==> src/rtl/uart_pkg.sv <==
// Shared UART FIFO controller types and default parameters.
package uart_pkg;

  localparam int DEF_DEPTH  = 16;
  localparam int DEF_DATA_W = 8;
  localparam int TXD_W      = 32;

  typedef enum logic [1:0] {
    IDLE      = 2'd0,
    LAUNCH    = 2'd1,
    WAIT_DONE = 2'd2
  } tx_state_e;

endpackage

==> src/rtl/uart_sync_fifo.sv <==
// Synchronous first-word-fall-through FIFO with wrap-bit pointers and flush.
module uart_sync_fifo #(
  parameter int DEPTH = 16,
  parameter int WIDTH = 8
) (
  input  logic                     clk,
  input  logic                     rst_n,
  input  logic                     i_push,
  input  logic                     i_pop,
  input  logic                     i_flush,
  input  logic [WIDTH-1:0]         i_wdata,
  output logic [WIDTH-1:0]         o_rdata,
  output logic                     o_full,
  output logic                     o_empty,
  output logic                     o_drop,
  output logic [$clog2(DEPTH):0]   o_level
);

  localparam int AW = $clog2(DEPTH);

  logic [WIDTH-1:0] r_mem [DEPTH];
  logic [AW:0]      r_wr_ptr;
  logic [AW:0]      r_rd_ptr;
  logic [WIDTH-1:0] r_hold;
  logic             w_push_ok;
  logic             w_pop_ok;
  logic [WIDTH-1:0] w_head;

  assign o_empty   = (r_wr_ptr == r_rd_ptr);
  assign o_full    = (r_wr_ptr[AW] != r_rd_ptr[AW]) &&
                     (r_wr_ptr[AW-1:0] == r_rd_ptr[AW-1:0]);
  assign o_level   = r_wr_ptr - r_rd_ptr;
  assign w_pop_ok  = i_pop && !o_empty;
  // A pop frees the slot in the same cycle, so a full FIFO still accepts the push.
  assign w_push_ok = i_push && (!o_full || i_pop) && !i_flush;
  assign o_drop    = i_push && o_full && !i_pop && !i_flush;
  assign w_head    = r_mem[r_rd_ptr[AW-1:0]];
  assign o_rdata   = o_empty ? r_hold : w_head;

  always_ff @(posedge clk) begin
    if (w_push_ok) r_mem[r_wr_ptr[AW-1:0]] <= i_wdata;
  end

  always_ff @(posedge clk or negedge rst_n) begin
    if (!rst_n) begin
      r_wr_ptr <= '0;
      r_rd_ptr <= '0;
      r_hold   <= '0;
    end else begin
      if (!o_empty) r_hold <= w_head;
      if (i_flush) begin
        r_wr_ptr <= '0;
        r_rd_ptr <= '0;
      end else begin
        if (w_push_ok) r_wr_ptr <= r_wr_ptr + 1'b1;
        if (w_pop_ok)  r_rd_ptr <= r_rd_ptr + 1'b1;
      end
    end
  end

endmodule

==> src/rtl/uart_fifo_ctrl.sv <==
// UART host-side controller: TX/RX FIFOs, transmit launch FSM, RTS flow control.
module uart_fifo_ctrl
  import uart_pkg::*;
#(
  parameter int DEPTH      = DEF_DEPTH,
  parameter int DATA_W     = DEF_DATA_W,
  parameter int RTS_THRESH = DEPTH - 2
) (
  input  logic                   clk,
  input  logic                   rst_n,
  input  logic                   tx_wr_i,
  input  logic [DATA_W-1:0]      tx_wdata_i,
  input  logic                   tx_flush_i,
  output logic                   tx_full_o,
  output logic                   tx_empty_o,
  output logic [$clog2(DEPTH):0] tx_level_o,
  output logic                   tx_ovf_o,
  output logic                   start_tx_o,
  output logic [TXD_W-1:0]       tx_data_o,
  input  logic                   tx_done_i,
  input  logic                   cts_n_i,
  input  logic                   rx_done_i,
  input  logic [31:0]            rx_data_i,
  input  logic                   parity_error_i,
  output logic                   host_read_data_o,
  output logic                   rts_n_o,
  input  logic                   rx_rd_i,
  input  logic                   rx_flush_i,
  output logic [DATA_W-1:0]      rx_rdata_o,
  output logic                   rx_perr_o,
  output logic                   rx_full_o,
  output logic                   rx_empty_o,
  output logic [$clog2(DEPTH):0] rx_level_o,
  output logic                   rx_ovr_o,
  input  logic                   err_clr_i
);

  localparam int LW = $clog2(DEPTH) + 1;
  localparam logic [LW-1:0] RTS_LVL = LW'(RTS_THRESH);

  tx_state_e         r_state;
  tx_state_e         w_next;
  logic              w_tx_pop;
  logic              w_tx_drop;
  logic [DATA_W-1:0] w_tx_head;
  logic [DATA_W-1:0] r_tx_data;
  logic              r_cts_n;
  logic              r_tx_ovf;

  logic              r_rx_done_d;
  logic              w_rx_edge;
  logic              w_rx_drop;
  logic [DATA_W:0]   w_rx_head;
  logic              r_ack;
  logic              r_rts_n;
  logic              r_rx_ovr;
  logic              w_unused_rx;

  assign w_unused_rx = ^rx_data_i[31:DATA_W];

  uart_sync_fifo #(.DEPTH(DEPTH), .WIDTH(DATA_W)) u_tx_fifo (
    .clk     (clk),
    .rst_n   (rst_n),
    .i_push  (tx_wr_i),
    .i_pop   (w_tx_pop),
    .i_flush (tx_flush_i),
    .i_wdata (tx_wdata_i),
    .o_rdata (w_tx_head),
    .o_full  (tx_full_o),
    .o_empty (tx_empty_o),
    .o_drop  (w_tx_drop),
    .o_level (tx_level_o)
  );

  uart_sync_fifo #(.DEPTH(DEPTH), .WIDTH(DATA_W + 1)) u_rx_fifo (
    .clk     (clk),
    .rst_n   (rst_n),
    .i_push  (w_rx_edge),
    .i_pop   (rx_rd_i),
    .i_flush (rx_flush_i),
    .i_wdata ({parity_error_i, rx_data_i[DATA_W-1:0]}),
    .o_rdata (w_rx_head),
    .o_full  (rx_full_o),
    .o_empty (rx_empty_o),
    .o_drop  (w_rx_drop),
    .o_level (rx_level_o)
  );

  // cts_n_i comes from the peer's pin, so it is retimed once before use.
  always_ff @(posedge clk or negedge rst_n) begin
    if (!rst_n) begin
      r_state   <= IDLE;
      r_cts_n   <= 1'b1;
      r_tx_data <= '0;
      r_tx_ovf  <= 1'b0;
    end else begin
      r_state <= w_next;
      r_cts_n <= cts_n_i;
      if (w_tx_pop)       r_tx_data <= w_tx_head;
      if (w_tx_drop)      r_tx_ovf  <= 1'b1;
      else if (err_clr_i) r_tx_ovf  <= 1'b0;
    end
  end

  always_comb begin
    w_next   = r_state;
    w_tx_pop = 1'b0;
    case (r_state)
      IDLE: begin
        if (!tx_empty_o && !r_cts_n) begin
          w_next   = LAUNCH;
          w_tx_pop = 1'b1;
        end
      end
      LAUNCH:    w_next = WAIT_DONE;
      WAIT_DONE: if (tx_done_i) w_next = IDLE;
      default:   w_next = IDLE;
    endcase
  end

  always_ff @(posedge clk or negedge rst_n) begin
    if (!rst_n) begin
      r_rx_done_d <= 1'b0;
      r_ack       <= 1'b0;
      r_rts_n     <= 1'b0;
      r_rx_ovr    <= 1'b0;
    end else begin
      r_rx_done_d <= rx_done_i;
      r_ack       <= w_rx_edge;
      r_rts_n     <= (rx_level_o >= RTS_LVL);
      if (w_rx_drop)      r_rx_ovr <= 1'b1;
      else if (err_clr_i) r_rx_ovr <= 1'b0;
    end
  end

  assign w_rx_edge        = rx_done_i && !r_rx_done_d;
  assign start_tx_o       = (r_state == LAUNCH);
  assign tx_data_o        = {{(TXD_W - DATA_W){1'b0}}, r_tx_data};
  assign tx_ovf_o         = r_tx_ovf;
  assign host_read_data_o = r_ack;
  assign rts_n_o          = r_rts_n;
  assign rx_rdata_o       = w_rx_head[DATA_W-1:0];
  assign rx_perr_o        = w_rx_head[DATA_W];
  assign rx_ovr_o         = r_rx_ovr;

endmodule

==> config.mk <==
export PLATFORM = sky130hd
export DESIGN_NAME = uart_fifo_ctrl
export DESIGN_NICKNAME = d
export VERILOG_FILES = /design/src/rtl/uart_pkg.sv /design/src/rtl/uart_sync_fifo.sv /design/src/rtl/uart_fifo_ctrl.sv
export SDC_FILE = /design/constraint.sdc
export NUM_CORES = 1
export LEC_CHECK = 0
export ABC_CLOCK_PERIOD_IN_PS = 6300
export BUFFER_PORTS_ARGS = -buffer_cell sky130_fd_sc_hd__buf_2
export CAP_MARGIN = 40
export CORE_ASPECT_RATIO = 0.9
export CORE_MARGIN = 1.5
export CORE_UTILIZATION = 30
export DETAILED_ROUTE_END_ITERATION = 6
export GPL_TIMING_DRIVEN = 0
export SLEW_MARGIN = 20
export SYNTH_ARGS = -nofsm -noshare
export SYNTH_HDL_FRONTEND = slang
export SYNTH_SLANG_ARGS = --single-unit
==> constraint.sdc <==
create_clock -name clk -period 6.3 [get_ports clk]
set_clock_uncertainty 0.1 [all_clocks]
set_input_delay 0.945 -clock clk [delete_from_list [all_inputs] [get_ports clk]]
set_output_delay 0.945 -clock clk [all_outputs]
set_load 0.02 [all_outputs]
==> results of run 1 <==
[logic make-up (layout without fill, tap and decap cells)]
group	after synthesis	count (layout)	share of synthesized area (%)
flip-flops	317	317	70.4
AND/OR/NAND/NOR	135	135	5.21
multiplexers	123	123	13.0
AO/OA/AOI/OAI	94	94	4.67
buffers and inverters	82	220	3.40
adder cells (fa/ha/maj)	20	20	2.01
XOR/XNOR	18	18	1.25
other	1	24	0.0284
[metal layers]
layer / track usage (%) / vias to the layer above / wire, µm
li1: - / 3300 / -
met4: 4.68 / 4 / 805
met1: 19.2 / 3641 / 14200
met2: 20.3 / 178 / 13800
met3: 2.41 / 54 / 1390
met5: 0 / - / 22
[critical path, stage by stage (launching register included)]
cell	delay, ns
dfrtp_1	0.32
clkbuf_1	0.35
buf_2	0.35
inv_1	0.14
ha_1	0.38
nand4_1	0.34
or2_2	0.45
clkbuf_1	0.26
nor2_1	0.17
a21oi_1	0.08
buf_2	0.19
[report_power, final]
group	switching (µW)	internal, µW	total, µW
Clock	819	1240	2060
Combinational	579	369	948
Sequential	41.3	2360	2400
Total	1440	3970	5410
[cell type report]
class                      instances  area, µm²
buffer                            59        363
clock buffer                      45        955
clock inverter                    18        204
fill                            4031      27600
inverter                          23       86.3
multi-input combinational        414       3580
sequential                       317       9300
tap                              555        694
timing repair buffer              75        415
[stage by stage]
stage	area, µm²	setup WS (ns)	std cells	hold slack (ns)
2_1_floorplan	13300	2.97	813	0.319
3_3_place_gp	14300	2.10	1428	0.358
3_5_place_dp	14400	2.24	1435	0.370
4_1_cts	15500	1.68	1498	0.363
5_1_grt	15600	1.44	1506	0.389
6_report	15600	1.70	1506	0.344
[flip-flops by register name, summed over array words and instances, names as in the netlist]
name and flops:
u_rx_fifo.r_hold 9, u_tx_fifo.r_mem 128, u_rx_fifo.r_wr_ptr 5, u_rx_fifo.r_mem 144, r_rx_done_d 1, r_tx_data 8
tx_ovf_o 1, r_cts_n 1, host_read_data_o 1, rx_ovr_o 1, u_tx_fifo.r_wr_ptr 5, rts_n_o 1
u_tx_fifo.r_rd_ptr 5, u_rx_fifo.r_rd_ptr 5, r_state 2
[layout by cell type, fill, tap and decap left out, types with 5 or more instances in the layout]
master,synthesis,final
a211oi_1,10,10
a21oi_1,19,19
a31oi_1,8,8
and2_1,5,5
and3_1,7,7
buf_2,8,67
buf_4,31,47
clkbuf_1,14,21
clkbuf_16,0,36
clkinv_1,2,8
clkinv_2,0,5
conb_1,1,24
dfrtp_1,44,44
edfxtp_1,272,272
ha_1,18,18
inv_1,21,21
mux2_2,18,18
mux2i_1,71,71
mux4_1,9,9
mux4_2,25,25
nand2_1,18,18
nand3_1,6,6
nand3b_1,5,5
nor2_1,49,49
nor2b_1,5,5
nor3_1,15,10
nor3_2,0,5
o21ai_0,8,8
o22ai_1,34,34
or3_1,6,6
xnor2_1,12,12
xor2_1,5,5
[how the worst max path moves through the flow]
stage | startpoint | endpoint | slack [ns] | depth (start not counted)
after CTS | u_rx_fifo.r_rd_ptr[2]$_DFFE_PN0P_ | rx_rdata_o[1] | 1.68 | 10
after global routing | u_rx_fifo.r_rd_ptr[2]$_DFFE_PN0P_ | rx_perr_o | 1.44 | 9
final | u_rx_fifo.r_rd_ptr[2]$_DFFE_PN0P_ | rx_rdata_o[1] | 1.70 | 10
after detailed placement | u_rx_fifo.r_rd_ptr[2]$_DFFE_PN0P_ | rx_rdata_o[1] | 2.24 | 10
after floorplan | u_rx_fifo.r_rd_ptr[2]$_DFFE_PN0P_ | rx_perr_o | 2.97 | 8
after global placement | u_tx_fifo.r_rd_ptr[2]$_DFFE_PN0P_ | u_tx_fifo.r_mem[9][2]$_DFFE_PP_ | 2.10 | 6
==> metrics.yaml, run 1 <==
synthesis:
  yosys_warnings: 0
  yosys-top-cells-count: "edfxtp_1, mux2i_1, nor2_1, dfrtp_1, o22ai_1"
  ys.flop_type: "edfxtp_1"
  ys_ff_latch: 317
  yosysSeqAreaShare_pct: 70.4
  yosysMostFrequentCell: "edfxtp_1"
  synth_cells: 790
  ys_types: 55
  syn_avg_cell_area_um2: 16.7
  synth-async-reset-ratio_pct: 14.2
  synth_edf_count: 272
  yosys.area.top_type: "edfxtp_1"
  syn-cell-area_um2: 13200
  synthTopCellsByArea: "edfxtp_1, dfrtp_1, mux2i_1, mux4_2, mux4_1"
  yosysTopAreaCellShare_pct: 61.9
die:
  dieArea_um2: 45300
  die_h_um: 202
  die_x_um: 224
  initial_utilization_pct: 30.6
  rows: 72
  io_pins: 111
  coreArea_um2: 43200
final_layout:
  area.growth.synth_to_final_pct: 18.1
  nNetsFinal: 996
  utilization_pct: 36.1
  layout-drive-gt1-share_pct: 23.9
  antennaDiodeCount: 0
flow_run:
  cap_violations: 0
critical_path:
  critPathKind: "reg2out"
  r2r_start: "u_rx_fifo.r_rd_ptr[2]$_DFFE_PN0P_"
  end_kind: "output pin"
  arrival_ns: 3.56
  path_max_fanout: 10
  reg2regPathDepth: 8
  r2r_slack_ns: 2.83
  crit_required_ns: 5.25
  start_kind: "flop"
  r2r-end: "u_rx_fifo.r_mem[12][4]$_DFFE_PP_"
power:
  leakagePower_uw: 0.00539
  power_uw: 5410
  peakVddDrop_mv: 0.182
  powerDensity_nw_per_um2: 347
clock_network:
  htreeDepth: 2
  hold_buffers: 0
  post_cts_buffers: 0
  clock_latency_ns: 0.53
  cts_buffers: 35
  path_clk_slew_ns: 0.06
  ctsLongestPathBuffers: 3
  cts_sinks: 317
  cts_tree: "done"
  clock-root-buffer: "clkbuf_16"
  cts_resized: 0
timing:
  setup_viol: 0
  drv_slew: 0
  maxSlewHeadroom_pct: 45.9
  fin_setup_tns_ns: 0
  finalCritPeriodShare_pct: 73.1
  grt_setup_unrepaired: "false"
  timing_hold_violations_final: 0
  period_needed_ns: 4.60
  worst_slew_pin_slew_ns: 0.808
  fmax_ghz: 0.217
min_path:
  hold_class: "in2async"
global_routing:
  track_usage_pct: 13.3
  grt_pass1_vias: 7145
  grt_pass1_wl_um: 45100
  overflow: 0
  grt_max_degree: 46
  antenna_found_initial: 2
drt:
  drt_iter0_markers: 574
  dr.pass1.iters: 5
  via_count: 7177
  drtAntennaViolNets: 0
  drc_errors: 0
  wl_per_cell_um: 20.1
  avgViaCountPerCell: 4.77
  wl_um: 30200
placed_design:
  dp_hpwl_um: 20400
  port_buffers: 60
  finalWeightedCongestion: 0.793
outcome:
  status: "finished clean"
Note: power is estimated with default switching activity, not from simulation.
==> inputs of run 2 (changes only) <==
--- a/config.mk
+++ b/config.mk
@@ -5,7 +5,8 @@
 export SDC_FILE = /design/constraint.sdc
 export NUM_CORES = 1
 export LEC_CHECK = 0
-export ABC_CLOCK_PERIOD_IN_PS = 6300
+export ABC_AREA = 1
+export ABC_CLOCK_PERIOD_IN_PS = 3700
 export BUFFER_PORTS_ARGS = -buffer_cell sky130_fd_sc_hd__buf_2
 export CAP_MARGIN = 40
 export CORE_ASPECT_RATIO = 0.9
==> constraint.sdc (replaced) <==
create_clock -name clk -period 3.7 [get_ports clk]
set_clock_uncertainty 0.1 [all_clocks]
set_input_delay 0.555 -clock clk [delete_from_list [all_inputs] [get_ports clk]]
set_output_delay 0.555 -clock clk [all_outputs]
set_load 0.02 [all_outputs]
==> metrics.yaml, run 2 <==
outcome:
  status: "finished clean"
critical_path:
  start_kind: "flop"
  r2r_start: "u_tx_fifo.r_rd_ptr[1]$_DFFE_PN0P_"
  end_kind: "output pin"
  critPathKind: "reg2out"
  r2r_slack_ns: 0.37
  cpPeakStageDelay_ns: 0.44
  crit_required_ns: 3.04
  r2r-end: "u_tx_fifo.r_mem[1][0]$_DFFE_PP_"
  path_max_fanout: 10
  arrival_ns: 2.89
  critPathTopFamily: "buffers and inverters"
  cp_slowest_cell: "dfrtp_2"
  reg2regPathDepth: 12
  critPathBufInv: 5
  cp_cell_sequence: "buf_4 -> inv_1 -> ha_2 -> nand4_1 -> nor2_4 -> inv_2 -> buf_2 -> nand3_1 -> nor2_1 -> nor2_1 -> buf_2"
final_layout:
  antennaDiodeCount: 0
  nNetsFinal: 1542
  fillers: 4500
  layout-drive-gt1-share_pct: 13.6
  layout_commonest_cell: "nand2_1"
  layout_common_cells: "nand2_1, edfxtp_1, nor2_1, nand3_1, inv_1"
  largest_reg_flops: 144
  area.growth.synth_to_final_pct: 17.2
clock_network:
  cts_sinks: 317
  cts_tree: "done"
  cts_buffers: 36
  clock-root-buffer: "clkbuf_16"
  ctsLongestPathBuffers: 3
  clock_latency_ns: 0.54
  path_clk_slew_ns: 0.06
  htreeDepth: 2
die:
  die_x_um: 230
  dieArea_um2: 47900
  io_pins: 111
  coreArea_um2: 45600
  die_h_um: 208
  initial_utilization_pct: 30.6
  rows: 74
synthesis:
  ys.flop_type: "edfxtp_1"
  ys_ff_latch: 317
  yosys-top-cells-count: "nand2_1, edfxtp_1, nor2_1, nand3_1, inv_1"
  syn-cell-area_um2: 14000
  synth_edf_count: 272
  ys_types: 37
  synth_cells: 1337
  synthTopCellsByArea: "edfxtp_1, nand2_1, dfrtp_1, nor2_1, nand3_1"
  synth-async-reset-ratio_pct: 14.2
  syn_avg_cell_area_um2: 10.4
  yosysTopAreaCellShare_pct: 58.5
  yosys_warnings: 0
  yosysMostFrequentCell: "nand2_1"
  yosys.area.top_type: "edfxtp_1"
  yosysSeqAreaShare_pct: 66.5
drt:
  wl_per_cell_um: 16.9
  wl_um: 35500
  drtAntennaViolNets: 0
  drc_errors: 0
  drt_iter0_markers: 893
  via_count: 9744
  dr.pass1.iters: 5
  avgViaCountPerCell: 4.63
power:
  powerDensity_nw_per_um2: 562
  p_sw_uw: 2640
  power_frac_seq_pct: 44.3
  p_clk_share_pct: 37.2
  power_uw: 9200
  intPower_uw: 6560
  peakVddDrop_mv: 0.294
  swShare_pct: 28.7
  leakagePower_uw: 0.00663
  p_comb_share_pct: 18.4
timing:
  maxSlewHeadroom_pct: 44.6
  period_needed_ns: 3.54
  fin_setup_tns_ns: 0
  timing_hold_violations_final: 0
  setup_viol: 0
  finalCritPeriodShare_pct: 95.8
  fmax_ghz: 0.282
  drv_slew: 0
  worst_slew_pin_slew_ns: 0.828
  worst_slack_ns: 0.155
  whs_ns: 0.0451
flow_run:
  cap_violations: 0
min_path:
  hp-start: "rx_done_i"
  hold_depth: 1
  hold_class: "in2reg"
  min_to: "r_rx_done_d$_DFF_PN0_"
global_routing:
  grt_pass1_vias: 9290
  overflow: 0
  antenna_found_initial: 0
  grt_pass1_wl_um: 54600
  track_usage_pct: 14.9
  grt_max_degree: 46
placed_design:
  dp_hpwl_um: 23900
  port_buffers: 62
  pre_cts_ws_ns: 0.0236
  finalWeightedCongestion: 0.905
[run 2: changes by cell type in the layout (fill, tap and decap cells not counted), sizes merged, moves of 12 or more]
cell / change
a21oi: -12
inv: +88
mux2: -18
mux2i: -71
mux4: -34
nand2: +297
nand3: +125
nor2: +178
nor3: -13
o21ai: +81
o22ai: -33
[run 2: how the worst max path moves through the flow]
stage	startpoint	end	slack, ns	depth (start not counted)
2_1_floorplan	u_rx_fifo.r_rd_ptr[1]$_DFFE_PN0P_	rx_rdata_o[7]	0.65	11
3_3_place_gp	u_rx_fifo.r_rd_ptr[1]$_DFFE_PN0P_	u_rx_fifo.r_mem[8][4]$_DFFE_PP_	0.02	11
3_5_place_dp	u_rx_fifo.r_rd_ptr[1]$_DFFE_PN0P_	u_rx_fifo.r_mem[9][0]$_DFFE_PP_	0.02	11
4_1_cts	u_rx_fifo.r_rd_ptr[2]$_DFFE_PN0P_	rx_rdata_o[7]	0.07	11
5_1_grt	u_rx_fifo.r_rd_ptr[2]$_DFFE_PN0P_	rx_rdata_o[7]	-0.03	11
6_report	u_rx_fifo.r_rd_ptr[2]$_DFFE_PN0P_	rx_rdata_o[7]	0.16	11
[run 2: metrics by stage]
stage / util, % / instance area, µm² / cells
finish: 35.9 / 16400 / 2103
detailed placement: 33.2 / 15100 / 2032
global route: 35.9 / 16400 / 2103
floorplan: - / 14100 / 1360
global placement: 33.1 / 15100 / 2030
CTS: 35.7 / 16300 / 2094
[run 2: logic make-up after synthesis]
kind of cell	count (synthesis)	share of synthesized area [%]
buf+inv	192	6.17
compound gates	103	3.81
xor+xnor	17	1.12
other cells	1	0.0268
flops	317	66.5
simple gates	687	20.4
fa+ha+maj	20	1.90
[run 2: area by class of cell]
cell class | instances | area [µm²] | share of cell area, %
sequential | 317 | 9300 | 56.8
multi-input combinational | 851 | 3910 | 23.9
clock buffer | 45 | 956 | 5.84
tap | 608 | 761 | 4.65
inverter | 114 | 433 | 2.64
buffer | 75 | 429 | 2.62
timing repair buffer | 76 | 423 | 2.58
clock inverter | 17 | 159 | 0.971
[run 2: layer usage]
layer	share of wire (%)	track usage [%]	vias to the layer above
li1	-	-	4646
met1	46	21.6	4641
met2	44	22.5	400
met3	8.4	3.06	57
met4	2.5	4.58	0
met5	0	0	-
[run 2: what timing repair did]
action	CTS	global route
endpoints found under the setup margin	34	13
endpoints found under the hold margin	45	0
gates resized for setup	6	7
setup buffers	0	1
pin swaps	0	1
hold buffers	2	0
[run 2: worst reg2reg max path, stage by stage, from the launching register on]
cell and delay, ns:
dfrtp_1 0.41, buf_2 0.22, inv_1 0.44, ha_1 0.35, nand2_1 0.11, nor2_4 0.05, nand2_4 0.08, nand2_4 0.09
nand2_2 0.12, nand2_4 0.09, inv_6 0.09, nand3_1 0.17, nor2_1 0.64
[run 2: power by group through the flow]
stage	clock [µW]	sequential [µW]	combinational, µW
2_1_floorplan	0	4190	1020
3_3_place_gp	0	4150	1650
3_5_place_dp	0	4150	1670
4_1_cts	3510	4080	1690
5_1_grt	3650	4090	1880
6_report	3420	4080	1700
==> inputs of run 3 (changes only) <==
--- a/config.mk
+++ b/config.mk
@@ -11,9 +11,10 @@
 export CAP_MARGIN = 40
 export CORE_ASPECT_RATIO = 0.9
 export CORE_MARGIN = 1.5
-export CORE_UTILIZATION = 30
+export CORE_UTILIZATION = 54
 export DETAILED_ROUTE_END_ITERATION = 6
 export GPL_TIMING_DRIVEN = 0
+export PLACE_DENSITY = 0.76
 export SLEW_MARGIN = 20
 export SYNTH_ARGS = -nofsm -noshare
 export SYNTH_HDL_FRONTEND = slang
==> metrics.yaml, run 3 (synthesis results as in run 2) <==
power:
  leakagePower_uw: 0.00655
  peakVddDrop_mv: 0.372
  powerDensity_nw_per_um2: 548
  power_uw: 8670
timing:
  timing_hold_violations_final: 0
  grt_setup_unrepaired: "true"
  period_needed_ns: 3.53
  finalCritPeriodShare_pct: 95.3
  whs_ns: 0.0337
  fin_setup_tns_ns: 0
  worst_slack_ns: 0.172
  fmax_ghz: 0.283
  setup_viol: 0
  drv_slew: 0
  maxSlewHeadroom_pct: 45.6
  worst_slew_pin_slew_ns: 0.813
die:
  die_h_um: 156
  dieArea_um2: 26800
  coreArea_um2: 25300
  die_x_um: 173
  initial_utilization_pct: 55.3
  rows: 55
  io_pins: 111
clock_network:
  clock_latency_ns: 0.57
  post_cts_buffers: 0
  cts_buffers: 31
  clock-root-buffer: "clkbuf_16"
  cts_sinks: 317
  ctsLongestPathBuffers: 3
  path_clk_slew_ns: 0.06
  cts_tree: "done"
  htreeDepth: 1
drt:
  drtAntennaViolNets: 0
  wl_per_cell_um: 17.5
  dr.pass1.iters: 6
  drc_errors: 0
  via_count: 9768
  drt_iter0_markers: 1124
  wl_um: 32000
  avgViaCountPerCell: 5.34
global_routing:
  overflow: 0
  grt_max_degree: 25
  grt_pass1_vias: 9235
  grt_pass1_wl_um: 49600
  antenna_found_initial: 0
  track_usage_pct: 24.1
critical_path:
  end_kind: "flop"
  path_max_fanout: 10
  critPathKind: "reg2reg"
  reg2regPathDepth: 13
  r2r-end: "u_tx_fifo.r_mem[1][7]$_DFFE_PP_"
  crit_end: "u_tx_fifo.r_mem[1][7]$_DFFE_PP_"
  r2r_start: "u_tx_fifo.r_rd_ptr[1]$_DFFE_PN0P_"
  r2r_slack_ns: 0.17
  crit_required_ns: 3.77
  arrival_ns: 3.60
  critPathLaunch: "u_tx_fifo.r_rd_ptr[1]$_DFFE_PN0P_"
  start_kind: "flop"
final_layout:
  area.growth.synth_to_final_pct: 13.4
  multi_input_area_um2: 3900
  layout-drive-gt1-share_pct: 13.2
  layout_commonest_cell: "nand2_1"
  fillers: 1929
  stdcell_area_um2: 15800
  nNetsFinal: 1533
  final-seq-area_um2: 9300
  layout_common_cells: "nand2_1, edfxtp_1, nor2_1, nand3_1, inv_1"
  largest_reg_flops: 144
  antennaDiodeCount: 0
min_path:
  hold_class: "in2reg"
flow_run:
  cap_violations: 0
outcome:
  status: "finished clean"
placed_design:
  port_buffers: 62
  dp_hpwl_um: 22200
  dpl_cell_area_um2: 14800
  pre_cts_ws_ns: 0.107
  finalWeightedCongestion: 0.938
## run 3: cell count changes in the layout (fill, tap and decap cells not counted), moves of 3 or more
cell / delta
clkinv_2: +5
buf_4: -8
clkbuf_16: -6
clkbuf_8: +3
## run 3: where the power goes
group	total, µW	internal (µW)	switching (µW)
logic	1660	502	1160
registers	4080	4010	65.2
clock network	2940	1660	1270
total	8670	6180	2500
## run 3: layer usage
layer	vias up	wire, µm	global-route usage, %
met1	4652	13900	36.0
met5	-	0	0
li1	4639	-	-
met4	0	504	5.35
met3	40	3710	6.04
met2	437	13900	35.9
## run 3: metrics by stage
| step | utilization (%) | instances |
|---|---|---|
| after floorplan | - | 1360 |
| final | 62.7 | 1829 |
| after global routing | 62.7 | 1829 |
| after global placement | 58.6 | 1764 |
| after CTS | 62.5 | 1823 |
| after detailed placement | 58.7 | 1765 |
## run 3: how the worst min path moves through the flow
stage | from | endpoint | slack [ns] | cells past startpoint
finish | rx_done_i | r_rx_done_d$_DFF_PN0_ | 0.03 | 1
global route | rx_done_i | r_rx_done_d$_DFF_PN0_ | 0.03 | 1
CTS | rx_done_i | r_rx_done_d$_DFF_PN0_ | 0.03 | 1
detailed placement | r_rx_done_d$_DFF_PN0_ | host_read_data_o$_DFF_PN0_ | 0.35 | 1
global placement | r_rx_done_d$_DFF_PN0_ | host_read_data_o$_DFF_PN0_ | 0.33 | 1
floorplan | rst_n | host_read_data_o$_DFF_PN0_ | 0.16 | 0
## run 3: final cells by class
class | count | area share, %
flip-flops and latches | 317 | 58.7
multi-input cells | 851 | 24.6
clock buffers | 42 | 5.35
inverters | 114 | 2.73
plain buffers | 76 | 2.73
well taps | 342 | 2.70
repair buffers | 71 | 2.54
clock inverters | 16 | 0.632
## run 3: worst max-delay path: stages (launching register included)
cell and delay [ns]:
dfrtp_1 0.42, buf_2 0.21, inv_1 0.17, clkbuf_1 0.45
ha_1 0.34, nand2_1 0.12, nor2_4 0.05, nand2_4 0.07
nand2_4 0.08, nand2_2 0.12, nand2_4 0.09, inv_6 0.10
nand3_1 0.16, nor2_1 0.65
## run 3: what timing repair did
item / CTS / global route
hold buffers: 2 / 0
gates resized for setup: 2 / 10
setup endpoints to repair: 9 / 25
pin swaps: 0 / 1
hold endpoints to repair: 22 / 0
